File: src/rtl/complex_mac_feeder.sv
// complex_mac_feeder: valid/ready front end and result collector for a
// pipelined complex multiply-accumulate unit that cannot stall.
//   clk, reset      clock, asynchronous active-low reset
//   s_valid/s_ready operand stream handshake; s_a/s_b packed {re, im}; s_last ends a dot product
//   mac_a/mac_b     registered operands to the MAC (zero on idle cycles)
//   mac_load        restart accumulation, aligned LOAD_DELAY cycles after the first operand
//   mac_acc         MAC accumulator {re, im}
//   m_valid/m_ready result stream handshake; m_data is the FIFO head
//   busy            a dot product is open or a result is in flight/queued
module complex_mac_feeder #(
  parameter int unsigned I_DATA_WIDTH = 32,
  parameter int unsigned O_DATA_WIDTH = 80,
  parameter int unsigned LOAD_DELAY   = 6,
  parameter int unsigned FIFO_DEPTH   = 4
) (
  input  logic                    clk,
  input  logic                    reset,
  input  logic                    s_valid,
  output logic                    s_ready,
  input  logic [I_DATA_WIDTH-1:0] s_a,
  input  logic [I_DATA_WIDTH-1:0] s_b,
  input  logic                    s_last,
  output logic [I_DATA_WIDTH-1:0] mac_a,
  output logic [I_DATA_WIDTH-1:0] mac_b,
  output logic                    mac_load,
  input  logic [O_DATA_WIDTH-1:0] mac_acc,
  output logic                    m_valid,
  input  logic                    m_ready,
  output logic [O_DATA_WIDTH-1:0] m_data,
  output logic                    busy
);

  localparam int unsigned PTR_W   = (FIFO_DEPTH > 1) ? $clog2(FIFO_DEPTH) : 1;
  localparam int unsigned CNT_W   = PTR_W + 1;
  localparam int unsigned SUM_W   = CNT_W + 1;
  localparam int unsigned FIRST_N = LOAD_DELAY + 1;
  localparam int unsigned LAST_N  = LOAD_DELAY + 2;

  logic [I_DATA_WIDTH-1:0]                  mac_a_q, mac_a_d;
  logic [I_DATA_WIDTH-1:0]                  mac_b_q, mac_b_d;
  logic [FIRST_N-1:0]                       first_q, first_d;
  logic [LAST_N-1:0]                        last_q, last_d;
  logic                                     first_pending_q, first_pending_d;
  logic [CNT_W-1:0]                         inflight_q, inflight_d;
  logic [FIFO_DEPTH-1:0][O_DATA_WIDTH-1:0]  mem_q, mem_d;
  logic [PTR_W-1:0]                         wr_ptr_q, wr_ptr_d;
  logic [PTR_W-1:0]                         rd_ptr_q, rd_ptr_d;
  logic [CNT_W-1:0]                         fifo_cnt_q, fifo_cnt_d;
  logic [O_DATA_WIDTH-1:0]                  m_data_q, m_data_d;
  logic                                     m_valid_q, m_valid_d;
  logic                                     busy_q, busy_d;

  logic accept;
  logic push;
  logic pop;

  // Credit check: every accepted last beat reserves one FIFO slot until it lands.
  assign s_ready = (SUM_W'(fifo_cnt_q) + SUM_W'(inflight_q)) < SUM_W'(FIFO_DEPTH);
  assign accept  = s_valid && s_ready;
  // The last tag reaches the end of the pipe one cycle after its product is in mac_acc.
  assign push    = last_q[LAST_N-1];
  assign pop     = m_valid_q && m_ready;

  assign mac_a    = mac_a_q;
  assign mac_b    = mac_b_q;
  assign mac_load = first_q[LOAD_DELAY];
  assign m_valid  = m_valid_q;
  assign m_data   = m_data_q;
  assign busy     = busy_q;

  // Next-state logic for operands, tags, credits and the result FIFO.
  always_comb begin
    mac_a_d         = '0;
    mac_b_d         = '0;
    first_d         = first_q << 1;
    last_d          = last_q << 1;
    first_pending_d = first_pending_q;
    inflight_d      = inflight_q;
    mem_d           = mem_q;
    wr_ptr_d        = wr_ptr_q;
    rd_ptr_d        = rd_ptr_q;
    fifo_cnt_d      = fifo_cnt_q;

    if (accept) begin
      mac_a_d         = s_a;
      mac_b_d         = s_b;
      first_d[0]      = first_pending_q;
      last_d[0]       = s_last;
      first_pending_d = s_last;
    end

    // A last beat accepted on the same edge as a push leaves the credit count as is.
    unique case ({accept && s_last, push})
      2'b10:   inflight_d = inflight_q + CNT_W'(1);
      2'b01:   inflight_d = inflight_q - CNT_W'(1);
      default: inflight_d = inflight_q;
    endcase

    if (push) begin
      mem_d[wr_ptr_q] = mac_acc;
      wr_ptr_d        = wr_ptr_q + PTR_W'(1);
    end
    if (pop) begin
      rd_ptr_d = rd_ptr_q + PTR_W'(1);
    end

    unique case ({push, pop})
      2'b10:   fifo_cnt_d = fifo_cnt_q + CNT_W'(1);
      2'b01:   fifo_cnt_d = fifo_cnt_q - CNT_W'(1);
      default: fifo_cnt_d = fifo_cnt_q;
    endcase

    // Head entry is registered so m_data comes straight from a flop.
    m_data_d  = mem_d[rd_ptr_d];
    m_valid_d = (fifo_cnt_d != '0);
    busy_d    = (inflight_d != '0) || (fifo_cnt_d != '0) || !first_pending_d;
  end

  // State registers.
  always_ff @(posedge clk or negedge reset) begin
    if (!reset) begin
      mac_a_q         <= '0;
      mac_b_q         <= '0;
      first_q         <= '0;
      last_q          <= '0;
      first_pending_q <= 1'b1;
      inflight_q      <= '0;
      mem_q           <= '0;
      wr_ptr_q        <= '0;
      rd_ptr_q        <= '0;
      fifo_cnt_q      <= '0;
      m_data_q        <= '0;
      m_valid_q       <= 1'b0;
      busy_q          <= 1'b0;
    end else begin
      mac_a_q         <= mac_a_d;
      mac_b_q         <= mac_b_d;
      first_q         <= first_d;
      last_q          <= last_d;
      first_pending_q <= first_pending_d;
      inflight_q      <= inflight_d;
      mem_q           <= mem_d;
      wr_ptr_q        <= wr_ptr_d;
      rd_ptr_q        <= rd_ptr_d;
      fifo_cnt_q      <= fifo_cnt_d;
      m_data_q        <= m_data_d;
      m_valid_q       <= m_valid_d;
      busy_q          <= busy_d;
    end
  end

  // The credit scheme guarantees a free slot for every push.
  no_push_when_full: assert property (@(posedge clk) disable iff (!reset)
    !(push && (fifo_cnt_q == CNT_W'(FIFO_DEPTH))));

endmodule

File: config.mk
export PLATFORM = sky130hd
export DESIGN_NAME = complex_mac_feeder
export DESIGN_NICKNAME = d
export VERILOG_FILES = /design/src/rtl/complex_mac_feeder.sv
export SDC_FILE = /design/constraint.sdc
export NUM_CORES = 1
export LEC_CHECK = 0
export CAP_MARGIN = 20
export CORE_ASPECT_RATIO = 1.5
export CORE_MARGIN = 4
export CORE_UTILIZATION = 49
export CTS_CLUSTER_DIAMETER = 40
export CTS_CLUSTER_SIZE = 25
export DETAILED_ROUTE_END_ITERATION = 16
export GPL_ROUTABILITY_DRIVEN = 0
export HOLD_SLACK_MARGIN = 0.06
export MAX_ROUTING_LAYER = met4
export PLACE_DENSITY = 0.77
export SYNTH_ARGS = -nofsm -noshare
export SYNTH_HDL_FRONTEND = slang
export SYNTH_SLANG_ARGS = --single-unit
File: constraint.sdc
create_clock -name clk -period 2.6 [get_ports clk]
set_input_delay 0.52 -clock clk [delete_from_list [all_inputs] [get_ports clk]]
set_output_delay 0.52 -clock clk [all_outputs]
set_load 0.05 [all_outputs]
==> results.cfg, run 1 <==
[worst_setup_path]
required_ns = 3.07
r2r_slack_ns = 0.05
cp-start-kind = register
reg2reg_from = fifo_cnt_q[1]
cpMaxStageDelayCell = dfrtp_1
cp-end-kind = register
path_class = reg2reg
cpPeakStageDelay_ns = 0.40
critical-path-top-delay-family = simple AND/OR/NAND/NOR gates
arrival_ns = 3.02
reg2reg_depth = 10
r2r-end = busy
crit_fanout = 3
critPathBufInv = 0
crit_chain = ha_1 -> and3_4 -> nor4_4 -> nand2_2 -> ha_4 -> fa_2 -> xnor2_2 -> nor2_1 -> xor2_1 -> nand4bb_1

[clocking]
numCtsBuffers = 42
cts_num_sinks = 492
cts_buffer_depth = 3
clkTransAtPathRegs_ns = 0.07
htreeDepth = 2
cts_tree = done
clk_latency_ns = 0.55
clock-root-buffer = clkbuf_16

[sta]
timing.fmax_ghz = 0.392
period_share_pct = 98.0
tns_ns = 0
rsz0062_at_grt = true
fin_ws_ns = 0.0518
maxSlewHeadroom_pct = 58.5
min_period_ns = 2.55
worst_pin_slew_ns = 0.620
setup_viol = 0
timing.final.hold_violations = 0
drv_slew = 0
fin_skew_ns = 0.0129

[place]
hpwlAfterDp_um = 25600
io_buffers = 296
pre_cts_ws_ns = -0.119

[synth]
post_synth_fa_ha_maj_area_fraction_pct = 0.733
synth_xor_area_share_pct = 0.464
synth_fp_nets = 1224
synthTopCellsByArea = dfrtp_1 (64%), mux2_2 (17%), mux4_2 (9.4%)
synth.most_common_cell = dfrtp_1
synth_flop_cell = dfrtp_1
ys_ff_latch = 492
synth_largest_area_cell = dfrtp_1
synthSimpleGateAreaFrac_pct = 3.02
synth_compound_area_share_pct = 0.0785
synth_common_cells = dfrtp_1 (491), mux2_2 (293), mux4_2 (80)
async_flop_share_pct = 100
synth_top_area_share_pct = 64.2
ys_seq_area_share_pct = 64.4
synth_cell_types = 31
synthesis.instances = 1065
synth_edf_count = 0
avgSynthCellArea_um2 = 18.0
syn_area_um2 = 19100
ys_warn_count = 0
synthMuxAreaShare_pct = 28.5
synth_top_family_by_area = multiplexers

[grt]
antenna_found_initial = 5
grt_max_degree = 98
grt_pass1_wl_um = 63100
first_global_vias = 11566
grt_overflow = 0
grt_usage_pct = 19.3

[detailed_routing]
avgViaCountPerCell = 5.26
firstDrtPassIters = 4
num_vias = 10156
ant_nets = 0
drt-total-wl_um = 39100
drt-wirelength-per-cell_um = 20.3
drc = 0
dr.first_iter.drc_count = 473

[min_path]
hp-class = reg2reg
hold_start = last_q[3]
whs_path_depth = 0
min_to = last_q[4]

[pwr]
ir_worst_vdd_mv = 0.996
powerDensity_nw_per_um2 = 1410
leakagePower_nw = 10.4

[final_layout]
drive_gt1_share_pct = 36.0
nNetsFinal = 1555
fillers = 2791
syn_to_final_growth_pct = 27.2
utilization_pct = 63.1

[run_status]
status = complete, no violations

[floorplan]
fp-row-count = 88
fp.dieW_um = 169
io_pins = 297
start_util_pct = 49.6
fp.dieH_um = 250
die_area_um2 = 42300
coreArea_um2 = 38500

[flow_run]
cap_violations = 0
-- registers in the layout (all words and copies together) (netlist names) --
name and flops:
busy 1, fifo_cnt_q 3, first_pending_q 1, first_q 7
inflight_q 3, last_q 8, m_data 80, m_valid 1
mac_a 32, mac_b 32, mem_q 320, rd_ptr_q 2
wr_ptr_q 2
-- worst register-to-register path: stages, from the launching register on --
cell       delay, ns
dfrtp_1         0.40
ha_1            0.30
and3_4          0.18
nor4_4          0.30
nand2_2         0.12
ha_4            0.18
fa_2            0.37
xnor2_2         0.14
nor2_1          0.13
xor2_1          0.19
nand4bb_1       0.15
-- cell usage in the layout (no fill, tap or decap), types with 2 or more instances in the layout --
| cell | instances |
|---|---|
| and2_1 | 65 |
| diode_2 | 5 |
| clkinv_2 | 2 |
| mux2_2 | 292 |
| mux2_4 | 5 |
| clkdlybuf4s50_1 | 294 |
| bufinv_16 | 2 |
| nand2_1 | 4 |
| nand4bb_1 | 2 |
| inv_1 | 9 |
| mux2_1 | 25 |
| clkinvlp_4 | 2 |
| inv_8 | 4 |
| xor2_1 | 3 |
| buf_12 | 19 |
| inv_6 | 13 |
| ha_1 | 7 |
| clkbuf_1 | 3 |
| mux4_2 | 80 |
| clkbuf_16 | 42 |
| xor2_4 | 2 |
| o21ai_0 | 3 |
| clkbuf_8 | 5 |
| dfrtp_1 | 491 |
| clkinv_8 | 3 |
| buf_4 | 28 |
| nand2_8 | 4 |
| xnor2_1 | 2 |
-- worst max-delay path by stage --
stage | from | to | slack [ns] | depth (start not counted)
CTS | inflight_q[1] | busy | 0.11 | 10
global route | fifo_cnt_q[1] | busy | -0.05 | 10
detailed placement | s_valid | busy | -0.12 | 10
finish | fifo_cnt_q[1] | busy | 0.05 | 10
global placement | s_valid | busy | -0.07 | 10
floorplan | inflight_q[1] | busy | 0.04 | 11
-- routing by layer --
metal  routed length (µm)  global-route usage [%]
met5                    0                       -
met4                 1120                    6.38
met3                 2080                    4.09
met2                21100                    33.3
met1                14800                    22.5
-- logic make-up after synthesis --
| group | Yosys count |
|---|---|
| AO/OA/AOI/OAI | 3 |
| multiplexers | 402 |
| XOR/XNOR | 8 |
| flip-flops | 492 |
| buffers and inverters | 66 |
| AND/OR/NAND/NOR | 84 |
| adder cells (fa/ha/maj) | 10 |
-- power breakdown --
part           switching [mW]  internal (mW)
Clock                    3.01           3.47
Combinational            7.87           7.39
Sequential               1.09           11.4
Total                    12.0           22.2
-- timing repair --
action / CTS / global route
endpoints found under the hold margin: 30 / 0
gates resized for setup: 0 / 9
hold buffers: 1 / 0
setup buffers: 0 / 8
setup endpoints to repair: 0 / 1
-- per-stage QoR --
stage / cells / power (mW) / instance area [µm²] / hold slack (ns)
6_report: 1930 / 34.2 / 24300 / 0.349
5_1_grt: 1930 / 36.1 / 24300 / 0.366
4_1_cts: 1917 / 34.5 / 24200 / 0.352
3_5_place_dp: 1838 / 27.9 / 22800 / 0.335
3_3_place_gp: 1838 / 27.3 / 22800 / 0.334
2_1_floorplan: 1065 / 23.3 / 19100 / 0.224
-- layout make-up --
type                            count  area, µm²  area share (%)
Antenna cell                        5       12.5          0.0514
Clock buffer                       50       1130            4.65
Clock inverter                     28        318            1.31
Inverter                           10       37.5           0.154
Multi-Input combinational cell    507       6330            26.0
Sequential cell                   492      12300            50.6
Tap cell                          495        619            2.55
Timing Repair Buffer              343       3560            14.6
Power figures use the tool's default switching activity.
==> inputs of run 2 (changes only) <==
- ABC_AREA: unset -> 0
- SLEW_MARGIN: unset -> 20
==> results of run 2 <==
No change in the layout: final DEF, timing and power equal those of run 1.
